==> src/rtl/axi_sample_loader.sv <==
// Streams 16-bit samples into one AXI4 INCR write burst.
// A small FIFO decouples sample intake from the W channel.
module axi_sample_loader #(
   parameter int ID_W_WIDTH = 2,
   parameter int AW_ID      = 0,
   parameter int FIFO_DEPTH = 16
) (
   input  logic                  i_clk,
   input  logic                  i_rstn,
   input  logic                  i_start,
   input  logic [11:0]           i_base_addr,
   input  logic [7:0]            i_len,
   input  logic [15:0]           i_s_data,
   input  logic                  i_s_valid,
   output logic                  o_s_ready,
   output logic [11:0]           o_AWADDR,
   output logic [7:0]            o_AWLEN,
   output logic [2:0]            o_AWSIZE,
   output logic [1:0]            o_AWBURST,
   output logic [ID_W_WIDTH-1:0] o_AWID,
   output logic                  o_AWVALID,
   input  logic                  i_AWREADY,
   output logic [15:0]           o_WDATA,
   output logic [1:0]            o_WSTRB,
   output logic                  o_WVALID,
   output logic                  o_WLAST,
   input  logic                  i_WREADY,
   input  logic                  i_BVALID,
   input  logic [ID_W_WIDTH-1:0] i_BID,
   output logic                  o_BREADY,
   output logic                  o_busy,
   output logic                  o_done,
   output logic                  o_err
);

   localparam int PTR_W = $clog2(FIFO_DEPTH);
   localparam logic [PTR_W:0] FULL_CNT = (PTR_W+1)'(FIFO_DEPTH);
   localparam logic [ID_W_WIDTH-1:0] AW_ID_L = ID_W_WIDTH'(AW_ID);

   typedef enum logic [2:0] {IDLE, ADDR, DATA, RESP, DONE} state_t;

   state_t           state_q, state_d;
   logic [11:0]      base_q, base_d;
   logic [7:0]       len_q, len_d;
   logic [8:0]       in_cnt_q, in_cnt_d;
   logic [8:0]       out_cnt_q, out_cnt_d;
   logic             err_q, err_d;
   logic [PTR_W-1:0] wr_ptr_q, wr_ptr_d;
   logic [PTR_W-1:0] rd_ptr_q, rd_ptr_d;
   logic [PTR_W:0]   count_q, count_d;
   logic [15:0]      fifo_mem [FIFO_DEPTH];

   logic fifo_full, fifo_empty, s_ready, push, pop, w_valid, w_last;

   always_comb begin
      fifo_full  = (count_q == FULL_CNT);
      fifo_empty = (count_q == '0);
      s_ready    = ((state_q == ADDR) || (state_q == DATA)) && !fifo_full &&
                   (in_cnt_q <= {1'b0, len_q});
      push       = s_ready && i_s_valid;
      w_valid    = (state_q == DATA) && !fifo_empty;
      pop        = w_valid && i_WREADY;
      w_last     = w_valid && (out_cnt_q == {1'b0, len_q});
   end

   always_comb begin
      state_d   = state_q;
      base_d    = base_q;
      len_d     = len_q;
      in_cnt_d  = in_cnt_q;
      out_cnt_d = out_cnt_q;
      err_d     = err_q;
      wr_ptr_d  = wr_ptr_q;
      rd_ptr_d  = rd_ptr_q;
      count_d   = count_q;

      case (state_q)
         IDLE: begin
            if (i_start) begin
               base_d    = i_base_addr;
               len_d     = i_len;
               in_cnt_d  = '0;
               out_cnt_d = '0;
               err_d     = 1'b0;
               state_d   = ADDR;
            end
         end
         ADDR: if (i_AWREADY) state_d = DATA;
         DATA: if (pop && w_last) state_d = RESP;
         RESP: begin
            if (i_BVALID) begin
               state_d = DONE;
               if (i_BID != AW_ID_L) err_d = 1'b1;
            end
         end
         DONE:    state_d = IDLE;
         default: state_d = IDLE;
      endcase

      // push/pop only happen in ADDR/DATA, so they never collide with the IDLE clears
      if (push) begin
         in_cnt_d = in_cnt_q + 9'd1;
         wr_ptr_d = wr_ptr_q + PTR_W'(1);
      end
      if (pop) begin
         out_cnt_d = out_cnt_q + 9'd1;
         rd_ptr_d  = rd_ptr_q + PTR_W'(1);
      end
      case ({push, pop})
         2'b10:   count_d = count_q + (PTR_W+1)'(1);
         2'b01:   count_d = count_q - (PTR_W+1)'(1);
         default: count_d = count_q;
      endcase
   end

   always_ff @(posedge i_clk or negedge i_rstn) begin
      if (!i_rstn) begin
         state_q   <= IDLE;
         base_q    <= '0;
         len_q     <= '0;
         in_cnt_q  <= '0;
         out_cnt_q <= '0;
         err_q     <= 1'b0;
         wr_ptr_q  <= '0;
         rd_ptr_q  <= '0;
         count_q   <= '0;
      end else begin
         state_q   <= state_d;
         base_q    <= base_d;
         len_q     <= len_d;
         in_cnt_q  <= in_cnt_d;
         out_cnt_q <= out_cnt_d;
         err_q     <= err_d;
         wr_ptr_q  <= wr_ptr_d;
         rd_ptr_q  <= rd_ptr_d;
         count_q   <= count_d;
      end
   end

   // Storage needs no reset: reset empties the FIFO through the pointers and count
   always_ff @(posedge i_clk) begin
      if (push) fifo_mem[wr_ptr_q] <= i_s_data;
   end

   always_comb begin
      o_s_ready = s_ready;
      o_AWADDR  = base_q;
      o_AWLEN   = len_q;
      o_AWSIZE  = 3'b001;
      o_AWBURST = 2'b01;
      o_AWID    = AW_ID_L;
      o_AWVALID = (state_q == ADDR);
      o_WDATA   = w_valid ? fifo_mem[rd_ptr_q] : 16'h0000;
      o_WSTRB   = 2'b11;
      o_WVALID  = w_valid;
      o_WLAST   = w_last;
      o_BREADY  = (state_q == RESP);
      o_busy    = (state_q != IDLE);
      o_done    = (state_q == DONE);
      o_err     = err_q;
   end

endmodule
==> config.mk <==
export PLATFORM = sky130hd
export DESIGN_NAME = axi_sample_loader
export DESIGN_NICKNAME = d
export VERILOG_FILES = /design/src/rtl/axi_sample_loader.sv
export SDC_FILE = /design/constraint.sdc
export NUM_CORES = 1
export LEC_CHECK = 0
export CAP_MARGIN = 30
export CORE_MARGIN = 5
export CORE_UTILIZATION = 32
export CTS_CLUSTER_SIZE = 16
export DETAILED_ROUTE_END_ITERATION = 16
export HOLD_SLACK_MARGIN = 0.06
export SYNTH_ARGS = -nofsm -noshare
export SYNTH_HDL_FRONTEND = slang
export SYNTH_SLANG_ARGS = --single-unit
export TNS_END_PERCENT = 5
==> constraint.sdc <==
create_clock -name i_clk -period 3.45 [get_ports i_clk]
set_clock_uncertainty 0.05 [all_clocks]
set_input_delay 0.69 -clock i_clk [delete_from_list [all_inputs] [get_ports i_clk]]
set_output_delay 0.69 -clock i_clk [all_outputs]
set_load 0.05 [all_outputs]
==> reports/qor.txt <==
H-tree levels: 2
I/O pin total: 98
starting density of the core: 32.4%
Core Box Area: 39,800 sq um
fin crit share: 99.1%
GRT Util Overall: 12.7%
Max Root-Sink Buffers: 3
synthesis-to-finish area growth: 22.0%
Die Area: 44,400 sq um
Post-Syn Area: 12,900 sq um
Die Span Y: 211 um
Post-synth EDFFs: 256
post-synth cell types: 54
Slew Limit Fails: 0
R2R setup slack: 0.29 ns
Util after Layout: 39.5%
HPWL Detailed: 16,500 um
Worst-path clk slew: 0.06 ns
vias per std cell: 4.89
Tightest Pin Transition: 0.734 ns
P per Cell Area: 830 nW/um^2
CP startpoint: rd_ptr_q[0]$_DFFE_PN0P_
total power: 13.0 mW
r2r worst-path depth: 14
crit path launch type: register
sequential fraction of the synthesis area: 70.3%
min cycle time layout: 3.42 ns
Routed Antenna Nets: 0
Iter 0 DRT Violations: 335
worst setup margin: 0.0306 ns
Syn Area/Cell: 18.5 sq um
Setup crit end: o_WDATA[1]
CTS Buf Count: 34
GP Congestion: 0.777
static leakage: 5.47 nW
placed insts: 1,316
vias in the first global route: 7,240
Main synth FF type: edfxtp_1
Ys Warns: 0
Worst Path Max Fanout: 10
unrepaired setup endpoints after global routing: yes
Final Hold Fails: 0
most frequent cells in the layout: 256 x edfxtp_1, 80 x mux4_2, 68 x clkdlybuf4s50_1
# rows: 73
wire length of the first global-routing pass: 43,700 um
number of setup violations in the final report: 0
asr flop ratio synth: 17.7%
Die Width: 211 um
antenna violations before repair: 1
NumNets Final: 900
WL/cell: 20.2 um
GR peak layer: met2
GR Layer Usage met3: 3.28%
Root Buffer: clkbuf_16
clk sink count: 311
met1 usage: 17.2%
reg-to-reg endpoint: count_q[4]$_DFFE_PN0P_
CP required: 2.71 ns
kind of end point of the critical path: output port
Post-Syn Instances: 696
grt ovf: 0
maximum vdd drop: 0.000587 V
Worst Hold Class: input port to asynchronous set/reset pin
Max Cap Viol: 0
port bufs: 88
fin area: 15,700 sq um
kind of critical path: register to output port
reg-to-reg startpoint: in_cnt_q[4]$_DFFE_PN0P_
slowest library cell on the worst path: mux4_2
max incr delay on CP: 0.52 ns
highest clock rate: 292 MHz
post-route insts no fill: 1,384
antenna diode count: 0
share of layout cells above drive strength 1: 26.9%
largest net degree at the start of global routing: 57
outcome: completed
Critical Path AT: 2.68 ns
Hold WS: 0.257 ns
met2 GRT Util: 20.6%
Via Count: 6,762
synthesized flop and latch total: 311
cell breakdown of the critical path: buf_12 > buf_4 > mux4_2 > mux4_2 > nor2b_1 > buf_4
pre-CTS WS: 0.246 ns
Final TNS setup: 0 ns
Skew-Pair Late Insertion Delay: 0.52 ns
commonest non-fill, non-tap cell in the layout: edfxtp_1
first-pass iteration count of the detailed router: 5
post-place instance area: 14,500 sq um
CTS tree: built
Residual DRC: 0
Total Wirelength: 28,000 um
slew margin rel.: 51.1%
-- synth_stat cells (2+ instances only) --
cell type,instances,area [sq um]
a21oi_1,6,30.0
o21ai_0,15,75.1
nand2_1,35,131
buf_1,3,11.3
nand3_1,9,45.0
nor3b_1,2,15.0
xor2_1,6,52.6
dfrtp_1,55,1380
mux2i_1,2,20.0
mux4_2,80,1800
mux2_2,14,158
nor2_1,13,48.8
and4_1,2,17.5
buf_6,5,56.3
clkbuf_1,9,33.8
and2_2,2,15.0
a221o_1,2,20.0
conb_1,2,7.51
inv_1,19,71.3
edfxtp_1,256,7690
a211oi_1,2,15.0
ha_1,19,238
and3_1,18,113
or2_2,2,12.5
nor3_1,7,35.0
xnor2_1,13,114
and2_1,8,50.1
buf_2,12,60.1
buf_4,10,75.1
nor2b_1,20,125
o21ai_1,10,50.1
nand4_1,6,37.5
a211o_1,5,43.8
nor4_1,5,31.3
a21o_1,3,22.5
-- layout make-up --
type	count	area, sq um
repair buffers	135	1280
clock inverters	16	176
fillers	3668	24100
well taps	525	657
inverters	19	71.3
flip-flops and latches	311	9080
clock buffers	44	898
multi-input cells	334	3550
-- worst max-delay path: cells and delay by family (launching register included) --
family,cells,cell delay (ns)
buffers and inverters,3,0.51
flip-flops,1,0.44
multiplexers,2,1.03
AND/OR/NAND/NOR,1,0.15
-- layer usage --
layer | vias to the layer above | part of all wire (%)
met5 | - | 0.025
met2 | 192 | 48
li1 | 3019 | -
met1 | 3501 | 43
met4 | 2 | 2.1
met3 | 48 | 6.7
-- sequential cells by signal, summed over array words and instances (netlist names) --
name and flops:
o_AWLEN 8, fifo_mem 256, in_cnt_q 9, wr_ptr_q 4, o_err 1, state_q 3
out_cnt_q 9, count_q 5, rd_ptr_q 4, o_AWADDR 12
-- logic make-up after synthesis --
| logic type | after synthesis | synth area share [%] |
|---|---|---|
| simple gates | 138 | 5.90 |
| buf+inv | 58 | 2.39 |
| mux | 96 | 15.4 |
| fa+ha+maj | 20 | 2.00 |
| other cells | 2 | 0.0583 |
| xor+xnor | 19 | 1.29 |
| flops | 311 | 70.3 |
| compound gates | 52 | 2.65 |
-- where the power goes --
| group | total [mW] | internal [mW] | leakage (nW) | switching (mW) |
|---|---|---|---|---|
| combinational | 4.81 | 2.15 | 1.97 | 2.65 |
| sequential | 4.79 | 4.54 | 2.99 | 0.254 |
| clock | 3.45 | 1.96 | 0.510 | 1.49 |
| total | 13.0 | 8.65 | 5.47 | 4.40 |
-- worst min-delay path by stage --
| stage | start | endpoint | slack (ns) | cells after the start |
|---|---|---|---|---|
| floorplan | i_rstn | count_q[0]$_DFFE_PN0P_ | 0.34 | 0 |
| global placement | rd_ptr_q[3]$_DFFE_PN0P_ | rd_ptr_q[3]$_DFFE_PN0P_ | 0.41 | 1 |
| detailed placement | rd_ptr_q[3]$_DFFE_PN0P_ | rd_ptr_q[3]$_DFFE_PN0P_ | 0.41 | 1 |
| CTS | i_rstn | o_AWADDR[0]$_DFFE_PN0P_ | 0.28 | 2 |
| global route | i_rstn | state_q[2]$_DFFE_PN0P_ | 0.32 | 2 |
| finish | i_rstn | o_AWADDR[0]$_DFFE_PN0P_ | 0.26 | 2 |
-- repair_timing --
action / in CTS / in global routing
hold buffers: 0 / 0
endpoints found under the setup margin: 15 / 13
gates resized for setup: 0 / 12
buffers inserted: 8 / 0
endpoints found under the hold margin: 0 / 0
No activity file was read; power rests on OpenSTA's default activity.
